--- config.mk ---
export PLATFORM = sky130hd
export DESIGN_NAME = otter_reg_file_sb
export DESIGN_NICKNAME = d
export VERILOG_FILES = /design/src/rtl/otter_rf_pkg.sv /design/src/rtl/otter_rf_scoreboard.sv /design/src/rtl/otter_reg_file_sb.sv
export SDC_FILE = /design/constraint.sdc
export NUM_CORES = 2
export LEC_CHECK = 0
export CAP_MARGIN = 5
export CORE_ASPECT_RATIO = 2
export CORE_MARGIN = 2
export CORE_UTILIZATION = 47
export CTS_CLUSTER_SIZE = 8
export DETAILED_ROUTE_END_ITERATION = 6
export SYNTH_ARGS = -nofsm -noshare
export SYNTH_HDL_FRONTEND = slang
export SYNTH_SLANG_ARGS = --single-unit
--- constraint.sdc ---
create_clock -name clk_i -period 8.15 [get_ports clk_i]
set_clock_uncertainty 0.1 [all_clocks]
set_input_delay 1.63 -clock clk_i [delete_from_list [all_inputs] [get_ports clk_i]]
set_output_delay 1.63 -clock clk_i [all_outputs]
set_load 0.03 [all_outputs]
--- src/rtl/otter_rf_pkg.sv ---
// Shared defaults and helpers for the OTTER register file with pending-write scoreboard.
// Optional write-to-read bypass is enabled with the REG_FILE_BYPASS_EN macro.
package otter_rf_pkg;

    localparam int unsigned XLEN_DEF  = 32;
    localparam int unsigned NREGS_DEF = 32;
    localparam int unsigned NRD_DEF   = 2;
    localparam int unsigned CNT_W_DEF = 2;

    // Address width for a register array of n entries (at least 1 bit)
    function automatic int unsigned addr_w(input int unsigned n);
        return (n > 1) ? $clog2(n) : 1;
    endfunction

    typedef logic [NRD_DEF-1:0][XLEN_DEF-1:0] rd_bus_t;

endpackage

--- src/rtl/otter_rf_scoreboard.sv ---
// Per-register pending-write counters; reports nonzero/saturated (and, with
// REG_FILE_BYPASS_EN, exactly-one) status per register.
module otter_rf_scoreboard
    import otter_rf_pkg::*;
#(
    parameter int unsigned NREGS = NREGS_DEF,
    parameter int unsigned CNT_W = CNT_W_DEF,
    localparam int unsigned AW   = addr_w(NREGS)
) (
    input  logic             clk_i,
    input  logic             rst_n_i,
    input  logic             issue_en_i,
    input  logic [AW-1:0]    issue_addr_i,
    input  logic             wr_en_i,
    input  logic [AW-1:0]    wr_addr_i,
    input  logic             flush_i,
    input  logic             issue_acc_i,
    output logic [NREGS-1:0] cnt_nz_o,
`ifdef REG_FILE_BYPASS_EN
    output logic [NREGS-1:0] cnt_one_o,
`endif
    output logic [NREGS-1:0] cnt_sat_o
);

    localparam logic [CNT_W-1:0] CNT_MAX = {CNT_W{1'b1}};

    logic [CNT_W-1:0] cnt_q [NREGS];
    logic [CNT_W-1:0] cnt_d [NREGS];

    // Same-register issue and writeback cancel; writeback never underflows
    always_comb begin
        for (int r = 0; r < NREGS; r++) begin
            cnt_d[r] = cnt_q[r];
            if (flush_i) begin
                cnt_d[r] = '0;
            end else begin
                if (issue_acc_i && issue_addr_i == AW'(r)) begin
                    if (!(wr_en_i && wr_addr_i == AW'(r)))
                        cnt_d[r] = cnt_q[r] + CNT_W'(1);
                end else if (wr_en_i && wr_addr_i == AW'(r) && r != 0
                             && cnt_q[r] != '0) begin
                    cnt_d[r] = cnt_q[r] - CNT_W'(1);
                end
            end
        end
    end

    always_ff @(posedge clk_i or negedge rst_n_i) begin
        if (!rst_n_i) begin
            for (int r = 0; r < NREGS; r++) cnt_q[r] <= '0;
        end else begin
            for (int r = 0; r < NREGS; r++) cnt_q[r] <= cnt_d[r];
        end
    end

    always_comb begin
        for (int r = 0; r < NREGS; r++) begin
            cnt_nz_o[r]  = (cnt_q[r] != '0);
            cnt_sat_o[r] = (cnt_q[r] == CNT_MAX);
`ifdef REG_FILE_BYPASS_EN
            cnt_one_o[r] = (cnt_q[r] == CNT_W'(1));
`endif
        end
    end

    logic unused_issue_en;
    assign unused_issue_en = issue_en_i;

endmodule

--- src/rtl/otter_reg_file_sb.sv ---
// OTTER integer register file with pending-write scoreboard and async reads.
// Define REG_FILE_BYPASS_EN to forward same-cycle writeback data to the read ports.
module otter_reg_file_sb
    import otter_rf_pkg::*;
#(
    parameter int unsigned XLEN  = XLEN_DEF,
    parameter int unsigned NREGS = NREGS_DEF,
    parameter int unsigned NRD   = NRD_DEF,
    parameter int unsigned CNT_W = CNT_W_DEF,
    localparam int unsigned AW   = addr_w(NREGS)
) (
    input  logic                clk_i,
    input  logic                rst_n_i,
    input  logic                wr_en_i,
    input  logic [AW-1:0]       wr_addr_i,
    input  logic [XLEN-1:0]     wr_data_i,
    input  logic [NRD*AW-1:0]   rd_addr_i,
    output logic [NRD*XLEN-1:0] rd_data_o,
    output logic [NRD-1:0]      rd_busy_o,
    input  logic                issue_en_i,
    input  logic [AW-1:0]       issue_addr_i,
    output logic                issue_ready_o,
    input  logic                flush_i
);

    logic [XLEN-1:0]  regs_q [NREGS];
    logic [NREGS-1:0] cnt_nz;
    logic [NREGS-1:0] cnt_sat;
    logic             issue_acc;
    logic             wr_hit;

    assign wr_hit        = wr_en_i && (wr_addr_i != '0);
    assign issue_acc     = issue_en_i && (issue_addr_i != '0) && !cnt_sat[issue_addr_i];
    assign issue_ready_o = !(issue_en_i && (issue_addr_i != '0) && cnt_sat[issue_addr_i]);

`ifdef REG_FILE_BYPASS_EN
    logic [NREGS-1:0] cnt_one;
`endif

    otter_rf_scoreboard #(
        .NREGS (NREGS),
        .CNT_W (CNT_W)
    ) u_sb (
        .clk_i        (clk_i),
        .rst_n_i      (rst_n_i),
        .issue_en_i   (issue_en_i),
        .issue_addr_i (issue_addr_i),
        .wr_en_i      (wr_en_i),
        .wr_addr_i    (wr_addr_i),
        .flush_i      (flush_i),
        .issue_acc_i  (issue_acc),
        .cnt_nz_o     (cnt_nz),
`ifdef REG_FILE_BYPASS_EN
        .cnt_one_o    (cnt_one),
`endif
        .cnt_sat_o    (cnt_sat)
    );

    // Register 0 is never written, so it holds its reset value of zero
    always_ff @(posedge clk_i or negedge rst_n_i) begin
        if (!rst_n_i) begin
            for (int r = 0; r < NREGS; r++) regs_q[r] <= '0;
        end else if (wr_hit) begin
            regs_q[wr_addr_i] <= wr_data_i;
        end
    end

    for (genvar i = 0; i < NRD; i++) begin : g_rd
        logic [AW-1:0] ra;
        assign ra = rd_addr_i[i*AW +: AW];

        always_comb begin
            rd_data_o[i*XLEN +: XLEN] = regs_q[ra];
            rd_busy_o[i]              = (ra != '0) && cnt_nz[ra];
`ifdef REG_FILE_BYPASS_EN
            if (wr_hit && wr_addr_i == ra) begin
                rd_data_o[i*XLEN +: XLEN] = wr_data_i;
                if (cnt_one[ra]) rd_busy_o[i] = 1'b0;
            end
`endif
        end
    end

endmodule

==> results.toml <==
[outcome]
status = "complete, no violations"

[clock_network]
ctsHoldBuffers = 0
cts_max_path_buffers = 3
cts_tree = "done"
clkSlewWorstSetupHoldPaths_ps = 50
cts_root_buffer = "clkbuf_16"
cts_sinks = 1088
cts_made_buffers = 154
clk_latency_ps = 780
htreeDepth = 4
cts_resized = 0
cts_setup_buffers = 0

[yosys]
async_reset_ff_frac = 1.00
synth_compound_area_frac = 0.0211
ys_ff_latch = 1088
yosysTopAreaCellShare = 0.465
synth_xor_xnor_area_share = 0.000897
synth.largest_area_cell = "dfrtp_1"
ys_warn_count = 0
synth_cell_types = 69
synth_area_leaders = "dfrtp_1 46%, mux4_2 25%, mux2_2 16%"
syn-cell-area_sq_mm = 0.0586
synthAdderAreaFrac = 0.000427
synth_edf_count = 0
synthSimpleGateAreaFrac = 0.0791
synth_top_flop_cell = "dfrtp_1"
synthCells = 4313
synth_top_family_by_area = "multiplexers"
syn_area_per_cell_sq_um = 13.6
syn_nets = 4372
synthMuxAreaShare = 0.403
yosysSeqAreaShare = 0.465

[global_route]
grt_pass1_wl_um = 275000
grt_remaining_overflow = 0
grt_usage = 0.298
grt_pass1_vias = 40800
grt_max_degree = 169
antenna_found_initial = 6

[worst_setup_path]
r2r_slack_ps = 5140
required_ps = 6420
critPathSlowestCell = "clkdlybuf4s50_1"
critPathLaunchType = "input port"
critPathArrivalTime_ps = 5100
cpMostUsedCell = "clkdlybuf4s50_1"
crit_type = "input port to output pin"
critPathMaxFanout = 20
endpoint_kind = "output pin"
max_stage_delay_ps = 1010
crit_chain = "clkdlybuf4s50_1, buf_4, nor2b_1, nand3_1, a32o_1, nand3b_1, o2111ai_1, clkdlybuf4s50_1"

[floorplanning]
row_count = 183
core-area_sq_mm = 0.124
start_util = 0.472
boundaryPins = 124
dieArea_sq_mm = 0.128
die_h_um = 503
fp.dieW_um = 254

[finish]
final_cell_mix = "1088 x dfrtp_1, 818 x nand2_1, 807 x mux2_2"
fin_nets = 4309
multi_input_area_sq_mm = 0.0298
fillCellCount = 10400
seqCellArea_sq_mm = 0.0272
layout_commonest_cell = "dfrtp_1"
drive_above_1_share = 0.419
area_delta_synth_final_pct = 12.0

[placement]
routabilityCongestion = 0.857
port_buffers = 123
dpl.hpwl_um = 106000
pre_cts_slack_ps = 1440

[power_and_ir_drop]
clockPowerShare = 0.356
ir_drop_mv = 0.200
internal_power_uw = 11700
p_leak_uw = 0.0285
swShare = 0.279
seqPwrFrac = 0.435
power.density_cell_area_mw_per_mm2 = 248
pwr-share-comb = 0.209
p_sw_uw = 4550

[timing]
fin_crit_ps = 6830
worst_pin_slew_ps = 1200
slew_headroom = 0.201
grt_setup_unrepaired = "no"
hold_viol = 0
min_period_over_period = 0.838
slew_viol_final = 0
fmax_mhz = 146
fin_tns_setup_ps = 0
finalWorstSetupSlack_ps = 1320
final-setup-viol-count = 0

[drt]
ant_nets = 0
wl_um = 185000
viasPerCell = 6.47
drt_iter0_drc = 3272
wl_per_cell_um = 31.1
via_count = 38400
drc_errors = 0
drt_pass1_iterations = 5

[hold_path]
hp-class = "flop to flop"

[run]
maxCapViolCount = 0
[worst max-delay path, delay by kind of cell]
| kind | cells | cell delay [ps] |
|---|---|---|
| buffers and inverters | 3 | 1960 |
| AND/OR/NAND/NOR | 3 | 920 |
| AO/OA/AOI/OAI | 2 | 570 |
[area by class of cell]
class / instances / share of cell area
multi-input combinational: 2775 / 0.454
sequential: 1088 / 0.415
clock buffer: 156 / 0.0588
timing repair buffer: 224 / 0.0351
tap: 1665 / 0.0317
clock inverter: 16 / 0.00440
inverter: 7 / 0.000400
antenna: 3 / 0.000114
[registers in the layout (all words and copies together), names as in the netlist]
name,cells
regs_q,1024
u_sb.cnt_q,64
[power groups by stage]
stage                     Combinational (uW)  Sequential [uW]  Clock [uW]
final                                   3400             7070        5790
after global routing                    3650             7190        6100
after CTS                               3450             7060        5910
after detailed placement                3430             7140           0
after global placement                  3370             7080           0
after floorplan                         2550             6880           0
[metrics by stage]
step | hold WS, ps | cells | utilization | cell area, sq um | total power, uW
after global placement | 277 | 5759 | 0.495 | 61500 | 10500
final | 292 | 5934 | 0.529 | 65600 | 16300
after floorplan | 341 | 4313 | - | 58600 | 9430
after global routing | 305 | 5932 | 0.529 | 65600 | 16900
after CTS | 295 | 5931 | 0.529 | 65600 | 16400
after detailed placement | 283 | 5759 | 0.495 | 61500 | 10600
[cell families (layout without fill, tap and decap cells)]
family,after synthesis,in the layout
AO/OA/AOI/OAI,192,192
XOR/XNOR,6,6
adder cells (fa/ha/maj),2,2
buffers and inverters,450,403
flip-flops,1088,1088
multiplexers,1454,1454
other,0,3
AND/OR/NAND/NOR,1121,1121
[layer usage]
layer | part of all wire | vias up | global-route usage
met4 | 0.047 | 6 | 0.133
met1 | 0.38 | 20800 | 0.370
li1 | - | 15800 | -
met2 | 0.51 | 1387 | 0.512
met3 | 0.061 | 428 | 0.0508
met5 | 0.00019 | - | 0
[synth_stat cells (4+ instances only)]
master / number
nor4_1: 7
or2_2: 6
nor3b_1: 8
inv_1: 7
clkbuf_1: 355
nand3b_1: 12
o21bai_1: 5
o21ai_0: 29
a211o_1: 4
xnor2_1: 6
and2_1: 18
nand2_1: 841
or3b_2: 4
nor3_1: 54
o31ai_1: 4
mux4_2: 643
nor2b_1: 12
mux2_2: 807
a211oi_1: 30
nand4_1: 6
nor2_1: 96
nand2b_1: 16
buf_1: 14
dfrtp_1: 1088
o211ai_1: 5
buf_2: 68
nand3_1: 21
a21oi_1: 74
a311oi_1: 6
[path summary, 6_finish.rpt]
path,endpoint,start,depth (start not counted)
worst min register to register,regs_q[999],regs_q[999],0
max in group asynchronous,regs_q[226],rst_n_i,3
worst min-delay path,regs_q[999],regs_q[999],0
min in group asynchronous,regs_q[455],rst_n_i,1
worst max register to register,u_sb.cnt_q[42],u_sb.cnt_q[62],8
worst max-delay path,issue_ready_o,issue_addr_i[1],8
(Power assumes the default switching activity.)
